**config.mk**
```make
export PLATFORM = sky130hd
export DESIGN_NAME = mem_arbiter
export DESIGN_NICKNAME = d
export VERILOG_FILES = /design/src/rtl/mem_bus_pkg.sv /design/src/rtl/rr_grant2.sv /design/src/rtl/mem_arbiter.sv
export SDC_FILE = /design/constraint.sdc
export NUM_CORES = 1
export LEC_CHECK = 0
export ABC_AREA = 1
export ABC_CLOCK_PERIOD_IN_PS = 4900
export BUFFER_PORTS_ARGS = -buffer_cell sky130_fd_sc_hd__buf_2
export CORE_AREA = 4 4 120 122
export DETAILED_ROUTE_END_ITERATION = 10
export DIE_AREA = 0 0 124 126
export PLACE_DENSITY = 0.58
export SLEW_MARGIN = 20
export SYNTH_ARGS = -nofsm -noshare
export SYNTH_HDL_FRONTEND = slang
export SYNTH_SLANG_ARGS = --single-unit
```
**constraint.sdc**
```tcl
create_clock -name i_clk -period 4.9 [get_ports i_clk]
set_clock_uncertainty 0.2 [all_clocks]
set_input_delay 0.735 -clock i_clk [delete_from_list [all_inputs] [get_ports i_clk]]
set_output_delay 0.735 -clock i_clk [all_outputs]
set_load 0.01 [all_outputs]
```
**src/rtl/mem_bus_pkg.sv**
```systemverilog
// Shared definitions for the instruction/data memory bus: size codes,
// arbiter state encodings, master indices and the request bundle type.
package mem_bus_pkg;

    // Size codes carried on *_sel
    localparam logic [2:0] SEL_B  = 3'b000;  // byte, sign-extended
    localparam logic [2:0] SEL_H  = 3'b001;  // half, sign-extended
    localparam logic [2:0] SEL_W  = 3'b010;  // word
    localparam logic [2:0] SEL_BU = 3'b100;  // byte, zero-extended
    localparam logic [2:0] SEL_HU = 3'b101;  // half, zero-extended

    // Arbiter states
    localparam logic [1:0] S_IDLE    = 2'd0;
    localparam logic [1:0] S_BUSY_M0 = 2'd1;
    localparam logic [1:0] S_BUSY_M1 = 2'd2;

    // Master indices
    localparam logic M_IFETCH = 1'b0;
    localparam logic M_LSU    = 1'b1;

    // Read data returned on a watchdog termination, and on any non-ack cycle
    localparam logic [31:0] ERR_DATA_DEFAULT = 32'hFFFF_FFFF;
    localparam logic [31:0] IDLE_DATA        = 32'hFFFF_FFFF;

    // One master's request fields, as forwarded to the slave
    typedef struct packed {
        logic [31:0] addr;
        logic [31:0] data;
        logic        we;
        logic [2:0]  sel;
    } mem_req_t;

endpackage

```
**src/rtl/rr_grant2.sv**
```systemverilog
// Two-request round-robin picker. Purely combinational; the caller holds
// last_grant and updates it when a grant is actually consumed.
module rr_grant2 (
    input  logic [1:0] req,
    input  logic       last_grant,
    output logic [1:0] grant,
    output logic       grant_valid
);

    // On a tie, favour the requester that was not served last
    always_comb begin
        grant = 2'b00;
        case (req)
            2'b01:   grant = 2'b01;
            2'b10:   grant = 2'b10;
            2'b11:   grant = last_grant ? 2'b01 : 2'b10;
            default: grant = 2'b00;
        endcase
    end

    assign grant_valid = |req;

endmodule

```
**src/rtl/mem_arbiter.sv**
```systemverilog
// Two-master (ifetch, load/store) to one-slave Wishbone-style arbiter with a
// single outstanding transaction and a per-transaction ack watchdog.
module mem_arbiter
    import mem_bus_pkg::*;
#(
    parameter int unsigned TIMEOUT  = 16,
    parameter logic [31:0] ERR_DATA = ERR_DATA_DEFAULT
) (
    input  logic        i_clk,
    input  logic        i_reset,
    input  logic        i_m0_stb,
    input  logic [31:0] i_m0_addr,
    input  logic [31:0] i_m0_data,
    input  logic        i_m0_we,
    input  logic [2:0]  i_m0_sel,
    input  logic        i_m1_stb,
    input  logic [31:0] i_m1_addr,
    input  logic [31:0] i_m1_data,
    input  logic        i_m1_we,
    input  logic [2:0]  i_m1_sel,
    output logic [31:0] o_m0_data,
    output logic        o_m0_ack,
    output logic        o_m0_stall,
    output logic [31:0] o_m1_data,
    output logic        o_m1_ack,
    output logic        o_m1_stall,
    output logic        o_mem_stb,
    output logic        o_mem_we,
    output logic [31:0] o_mem_addr,
    output logic [31:0] o_mem_data,
    output logic [2:0]  o_mem_sel,
    input  logic [31:0] i_mem_data,
    input  logic        i_mem_ack,
    input  logic        i_mem_stall,
    output logic        o_timeout
);

    // Counter value seen in the last cycle a transaction may wait for its ack
    localparam logic [7:0] COUNT_LAST = 8'(TIMEOUT - 1);

    logic [1:0]  state_q, state_d;
    logic        last_grant_q, last_grant_d;
    logic [7:0]  count_q, count_d;

    logic [1:0]  grant;
    logic        grant_valid;
    logic [31:0] done_data;
    mem_req_t    m0_req, m1_req, fwd_req;

    assign m0_req  = '{addr: i_m0_addr, data: i_m0_data, we: i_m0_we, sel: i_m0_sel};
    assign m1_req  = '{addr: i_m1_addr, data: i_m1_data, we: i_m1_we, sel: i_m1_sel};
    assign fwd_req = grant[1] ? m1_req : m0_req;

    rr_grant2 u_rr_grant2 (
        .req         ({i_m1_stb, i_m0_stb}),
        .last_grant  (last_grant_q),
        .grant       (grant),
        .grant_valid (grant_valid)
    );

    // Next-state logic plus all bus outputs; reset overrides the outputs last
    always_comb begin
        state_d      = state_q;
        last_grant_d = last_grant_q;
        count_d      = count_q;
        done_data    = ERR_DATA;

        o_mem_stb  = 1'b0;
        o_mem_we   = 1'b0;
        o_mem_addr = '0;
        o_mem_data = '0;
        o_mem_sel  = '0;
        o_m0_stall = 1'b1;
        o_m1_stall = 1'b1;
        o_m0_ack   = 1'b0;
        o_m1_ack   = 1'b0;
        o_m0_data  = IDLE_DATA;
        o_m1_data  = IDLE_DATA;
        o_timeout  = 1'b0;

        case (state_q)
            S_IDLE: begin
                if (grant_valid) begin
                    o_mem_stb  = 1'b1;
                    o_mem_we   = fwd_req.we;
                    o_mem_addr = fwd_req.addr;
                    o_mem_data = fwd_req.data;
                    o_mem_sel  = fwd_req.sel;
                    if (grant[1]) begin
                        o_m1_stall = i_mem_stall;
                    end else if (grant[0]) begin
                        o_m0_stall = i_mem_stall;
                    end
                    if (!i_mem_stall) begin
                        state_d      = grant[1] ? S_BUSY_M1 : S_BUSY_M0;
                        last_grant_d = grant[1] ? M_LSU : M_IFETCH;
                        count_d      = '0;
                    end
                end
            end

            S_BUSY_M0, S_BUSY_M1: begin
                count_d = count_q + 8'd1;
                // Ack wins over a watchdog expiry in the same cycle
                if (i_mem_ack || (count_q == COUNT_LAST)) begin
                    done_data = i_mem_ack ? i_mem_data : ERR_DATA;
                    o_timeout = !i_mem_ack;
                    if (state_q == S_BUSY_M1) begin
                        o_m1_ack  = 1'b1;
                        o_m1_data = done_data;
                    end else begin
                        o_m0_ack  = 1'b1;
                        o_m0_data = done_data;
                    end
                    state_d = S_IDLE;
                end
            end

            default: state_d = S_IDLE;
        endcase

        if (i_reset) begin
            o_mem_stb  = 1'b0;
            o_m0_stall = 1'b1;
            o_m1_stall = 1'b1;
            o_m0_ack   = 1'b0;
            o_m1_ack   = 1'b0;
            o_m0_data  = IDLE_DATA;
            o_m1_data  = IDLE_DATA;
            o_timeout  = 1'b0;
        end
    end

    // State registers with synchronous reset; m0 wins the first tie
    always_ff @(posedge i_clk) begin
        if (i_reset) begin
            state_q      <= S_IDLE;
            last_grant_q <= M_LSU;
            count_q      <= '0;
        end else begin
            state_q      <= state_d;
            last_grant_q <= last_grant_d;
            count_q      <= count_d;
        end
    end

endmodule

```
* After elaboration in Yosys (flattened, before gate mapping)
Index checks and enable logic that the tools add are counted.
Storage, ports and cells: output and inout port bits 138, input bits 174, word-level logic and storage cells 75, bits in registers 11
Cells by class: reduce and logical (&&, ||, !) cells 9, add/subtract/negate cells 1, equal/unequal tests 9, bitwise logic cells 1, mux-type cells 52
Operators with widths (count):
- $mux 32 | 13
- $mux 68 | 1
- $mux 1 | 26
- $mux 8 | 2
- $pmux 8 s2 | 1
- $mux 2 | 5
- $reduce_and 3->1 | 3
- $add 8x1->8 const B | 1
- $eq 8x4->1 const B | 1
- $eq 2x2->1 const B | 3
- $mux 3 | 2
- $ne 2x2->1 const B | 3
- $pmux 2 s3 | 1
- $eq 2x1->1 const B | 2
- $pmux 2 s2 | 1
- $reduce_or 2->1 | 2
- $logic_not 2->1 | 1
- $reduce_bool 2->1 | 1
- $logic_not 1->1 | 1
- $logic_or 1x1->1 | 1
- $not 1->1 | 1

* Depth between registers and ports, before layout
word-level depth 7, gate-level depth with buffers 9, mapped depth without buffers 9

* By module
Synthesis repeated with hierarchy kept, for this count alone.
Unflattened totals: cells, all modules 443, area, all modules 2117.0 um^2
By module, submodules not included:
- mem_arbiter | sequential area each 220.2 um^2, cells each 437, area each 2089.5 um^2, instances 1
- rr_grant2 | sequential area each 0.0 um^2, cells each 6, area each 27.5 um^2, instances 1

* Worst setup path before layout
OpenSTA, ideal clock, no wires.
path kind in2out, from input port i_m1_stb, to output port o_mem_addr[31], arrival time 1.554 ns, slack 2.411 ns, data required time 3.965 ns, cell stages on the path 7, path buffers 1, path through inv_2 nor2_4 nor2_4 nor2_8 buf_12 nor2_1 nor3_2
On the way: word-level cells in the longest chain between the ends 5, elaborated cells on any way between the ends 8, classes of those cells eq/ne: 3; mux: 4; reduce/logical: 1
RTL lines:
- start, declared | line mem_arbiter.sv:16 | input logic i_m1_stb,
- $eq 2x2->1 / $eq 2x1->1 (equally long branches) | line rr_grant2.sv:13 | case (req)
- $pmux 2 s3 | line rr_grant2.sv:13
- $mux 68 | line mem_arbiter.sv:52 | assign fwd_req = grant[1] ? m1_req : m0_req;
- $mux 32 * | line mem_arbiter.sv:83 | if (grant_valid) begin
- $mux 32 * | line mem_arbiter.sv:81 | case (state_q)
- end, declared | line mem_arbiter.sv:29 | output logic [31:0] o_mem_addr,
Every way passes the cells marked *; elsewhere a longest branch is shown, timed or not.

* Final worst setup path
from input port i_m1_stb, to output port o_mem_data[20]
On the way: word-level cells in the longest chain between the ends 5, elaborated cells on any way between the ends 8, classes of those cells eq/ne: 3; mux: 4; reduce/logical: 1
RTL lines:
- $eq 2x2->1 / $eq 2x1->1 (equally long branches) | line rr_grant2.sv:13
- $pmux 2 s3 | line rr_grant2.sv:13
- $mux 68 | line mem_arbiter.sv:52
- $mux 32 * | line mem_arbiter.sv:83
- $mux 32 * | line mem_arbiter.sv:81
- end, declared | line mem_arbiter.sv:30 | output logic [31:0] o_mem_data,
Marks and branches as above.

==> reports/metrics.csv <==
metric,value,unit
ys_ff_latch,11,
post_layout_min_period,3.40,ns
fin_area,4460,sq um
worst-slew-pin-transition,1.01,ns
post_synthesis_cell_area,2840,sq um
initial_core_util,21.5,%
rr_worst_depth,9,
placement.cell_area,4380,sq um
groute.usage.overall,14.1,%
cts_setup_buffers,0,
clock_buffers_created_by_tritoncts,3,
drv_cap,0,
final.hold.worst_slack,0.277,ns
async_flop_share,0,%
number_of_global_route_vias_before_repair,3674,
rsz0062_at_grt,no,
p_per_area,170,nW/um^2
clkLatencyLatePin,0.24,ns
yosysWarningCount,0,
syn_nets,618,
post_cts.resized_instances,0,
largest_net_degree_at_the_start_of_global_routing,71,
cts_num_sinks,11,
global_route.overflow_total,0,
vertical_die_dimension,126,um
min_path_cells,2,
vias_per_cell,4.21,
worst_setup_path_start_kind,input port,
place_inst,902,
io_buffer_count,311,
run_status,"complete, no violations",
crit_type,input port to output pin,
layout-drive-gt1-share,65.3,%
met1_usage,15.8,%
min_period_over_period,69.4,%
synth.lib_cells_used.distinct,30,
placementRows,42,
setup_viol_count_final,0,
drv_slew,0,
hold_class,flip-flop to flip-flop,
leakage,2.05,nW
hpwlAfterDp,10100,um
count_of_flip_flops_with_a_built_in_enable_after_synthesis,0,
worst_slew_margin_rel,32.3,%
maxClockFrequency,294,MHz
dr.first_iter.drc_count,133,
accumulated_negative_setup_slack,0,ns
post_synth_top_flop,dfxtp_1,
die_area,15600,sq um
worst-endpoint-arrival,2.47,ns
synth_area_per_cell,6.43,sq um
drc_viols,0,
nNetsFinal,908,
num_vias,3815,
ios,312,
global_route.usage.met2,28.0,%
worstReg2RegEnd,count_q[4],
peakVddDrop,0.0000910,V
timing.critical_path.to_type,output pin,
ff2ff_setup_slack,3.01,ns
timing.hold.worst.start,state_q[0],
hold-path-endpoint,state_q[0],
finalNonFillerCells,906,
cts_hold_buffers,0,
global_route_wire_length_before_repair,18100,um
number_of_antenna_violations_at_the_first_check_in_global_routing,0,
number_of_endpoints_with_negative_hold_slack_in_the_final_report,0,
share_of_synthesized_area_occupied_by_flip_flops_and_latches,7.76,%
cts.path.max_buffers,2,
cp.required,3.96,ns
gr-usage-met3,2.56,%
drt_wl_total,12300,um
area_delta_synth_final,57.2,%
cts-htree-levels,1,
detail_route.wl_per_cell,13.6,um
antenna-diode-count,0,
final_antenna_net_count,0,
gp_congestion,0.782,
horiz_die_dim,124,um
core_area,13200,sq um
postSynthCellCount,441,
worstReg2RegStart,state_q[0],
gr-max-usage-layer,met2,
clock_tree_from_tritoncts,built,
cts_root_buf,clkbuf_16,
clk_pin_slew_worst_paths,0.04,ns
drt_pre_antenna_iters,4,
critPathMaxFanout,42,
[layout make-up]
cell class                 count  area (sq um)
clock buffer                   4          78.8
fill                        1480          8730
inverter                      21          86.3
multi-input combinational    379          2270
sequential                    11           220
tap                          176           220
timing repair buffer         315          1590
[per-stage QoR]
stage | setup WS (ns) | power, mW | util [%]
after floorplan | 2.41 | 0.425 | -
after global placement | 1.44 | 0.614 | 33.2
after detailed placement | 1.44 | 0.613 | 33.2
after CTS | 1.43 | 0.771 | 33.8
after global routing | 1.33 | 0.815 | 33.8
final | 1.50 | 0.757 | 33.8
[flip-flops by register name, summed over array words and instances (netlist names)]
register	cells
count_q	8
last_grant_q	1
state_q	2
[cells in the mapped netlist, types with 2 or more instances]
| cell type | number | area share (%) |
|---|---|---|
| nor3_2 | 68 | 24 |
| nand2_1 | 88 | 12 |
| inv_2 | 7 | 0.93 |
| nand3_1 | 13 | 2.3 |
| buf_2 | 9 | 1.6 |
| nor2_4 | 18 | 7.1 |
| buf_8 | 6 | 3.2 |
| buf_6 | 6 | 2.4 |
| clkbuf_1 | 6 | 0.79 |
| dfxtp_1 | 11 | 7.8 |
| ha_1 | 3 | 1.3 |
| a21oi_1 | 6 | 1.1 |
| inv_1 | 13 | 1.7 |
| o21ai_2 | 3 | 0.93 |
| nand4_1 | 2 | 0.44 |
| nor2_2 | 53 | 12 |
| nor3_1 | 2 | 0.35 |
| nor2_1 | 113 | 15 |
| a21oi_2 | 2 | 0.62 |
| buf_12 | 2 | 1.4 |
[layout by cell type (no fill, tap or decap)]
cell type    n
nor2_8       1
nand3_1     13
buf_2      311
nand2_1     87
o21ai_0      1
nor3_4       1
buf_4        4
a21oi_1      6
nand4_1      2
o21ai_2      3
dfxtp_1     11
inv_1       13
inv_8        1
nor3_2      68
ha_1         3
a31oi_1      1
clkbuf_1     1
nand2_2      1
o21bai_1     1
nor2_4      18
nor2_2      54
nand3_2      1
nor3_1       2
inv_2        7
nand3_4      1
nand2_4      1
clkbuf_16    3
nor2_1     112
a21oi_2      2
[critical path, stage by stage]
cell and delay [ns]:
buf_2 0.12, inv_2 0.05, nor2_4 0.09, nor2_4 0.06, nor2_8 0.39, buf_4 0.49, nor2_1 0.10, nor3_2 0.23
buf_2 0.18
[routing by layer]
metal / routed length [um] / part of all wire (%) / up-vias
met2: 6370 / 52 / 189
met1: 4600 / 37 / 1654
met4: 38 / 0.31 / 0
met5: 0 / 0 / -
met3: 1300 / 11 / 3
li1: - / - / 1969
[worst max-delay path by stage]
stage	from	to	slack [ns]
after floorplan	i_m1_stb	o_mem_addr[31]	2.41
after global routing	i_m1_stb	o_mem_data[20]	1.33
after detailed placement	i_m1_stb	o_mem_data[20]	1.44
final	i_m1_stb	o_mem_data[20]	1.50
after global placement	i_m1_stb	o_mem_data[20]	1.44
after CTS	i_m1_stb	o_mem_data[20]	1.43
[cell families (layout without fill, tap and decap cells)]
kind of cell               after synthesis  in the layout  synth area share, %
buffers and inverters                   51            340                 12.7
and+or+nand+nor                        362            362                 75.0
DFF                                     11             11                 7.76
adders and majority gates                3              3                 1.32
AOI/OAI and AO/OA                       14             14                 3.26
[report_power, final]
part           switching [mW]  internal, mW  total (mW)
Combinational           0.302         0.208       0.510
Sequential            0.00238        0.0927      0.0951
Clock                  0.0424         0.109       0.152
Total                   0.346         0.410       0.757
Note: power is estimated with default switching activity, not from simulation.
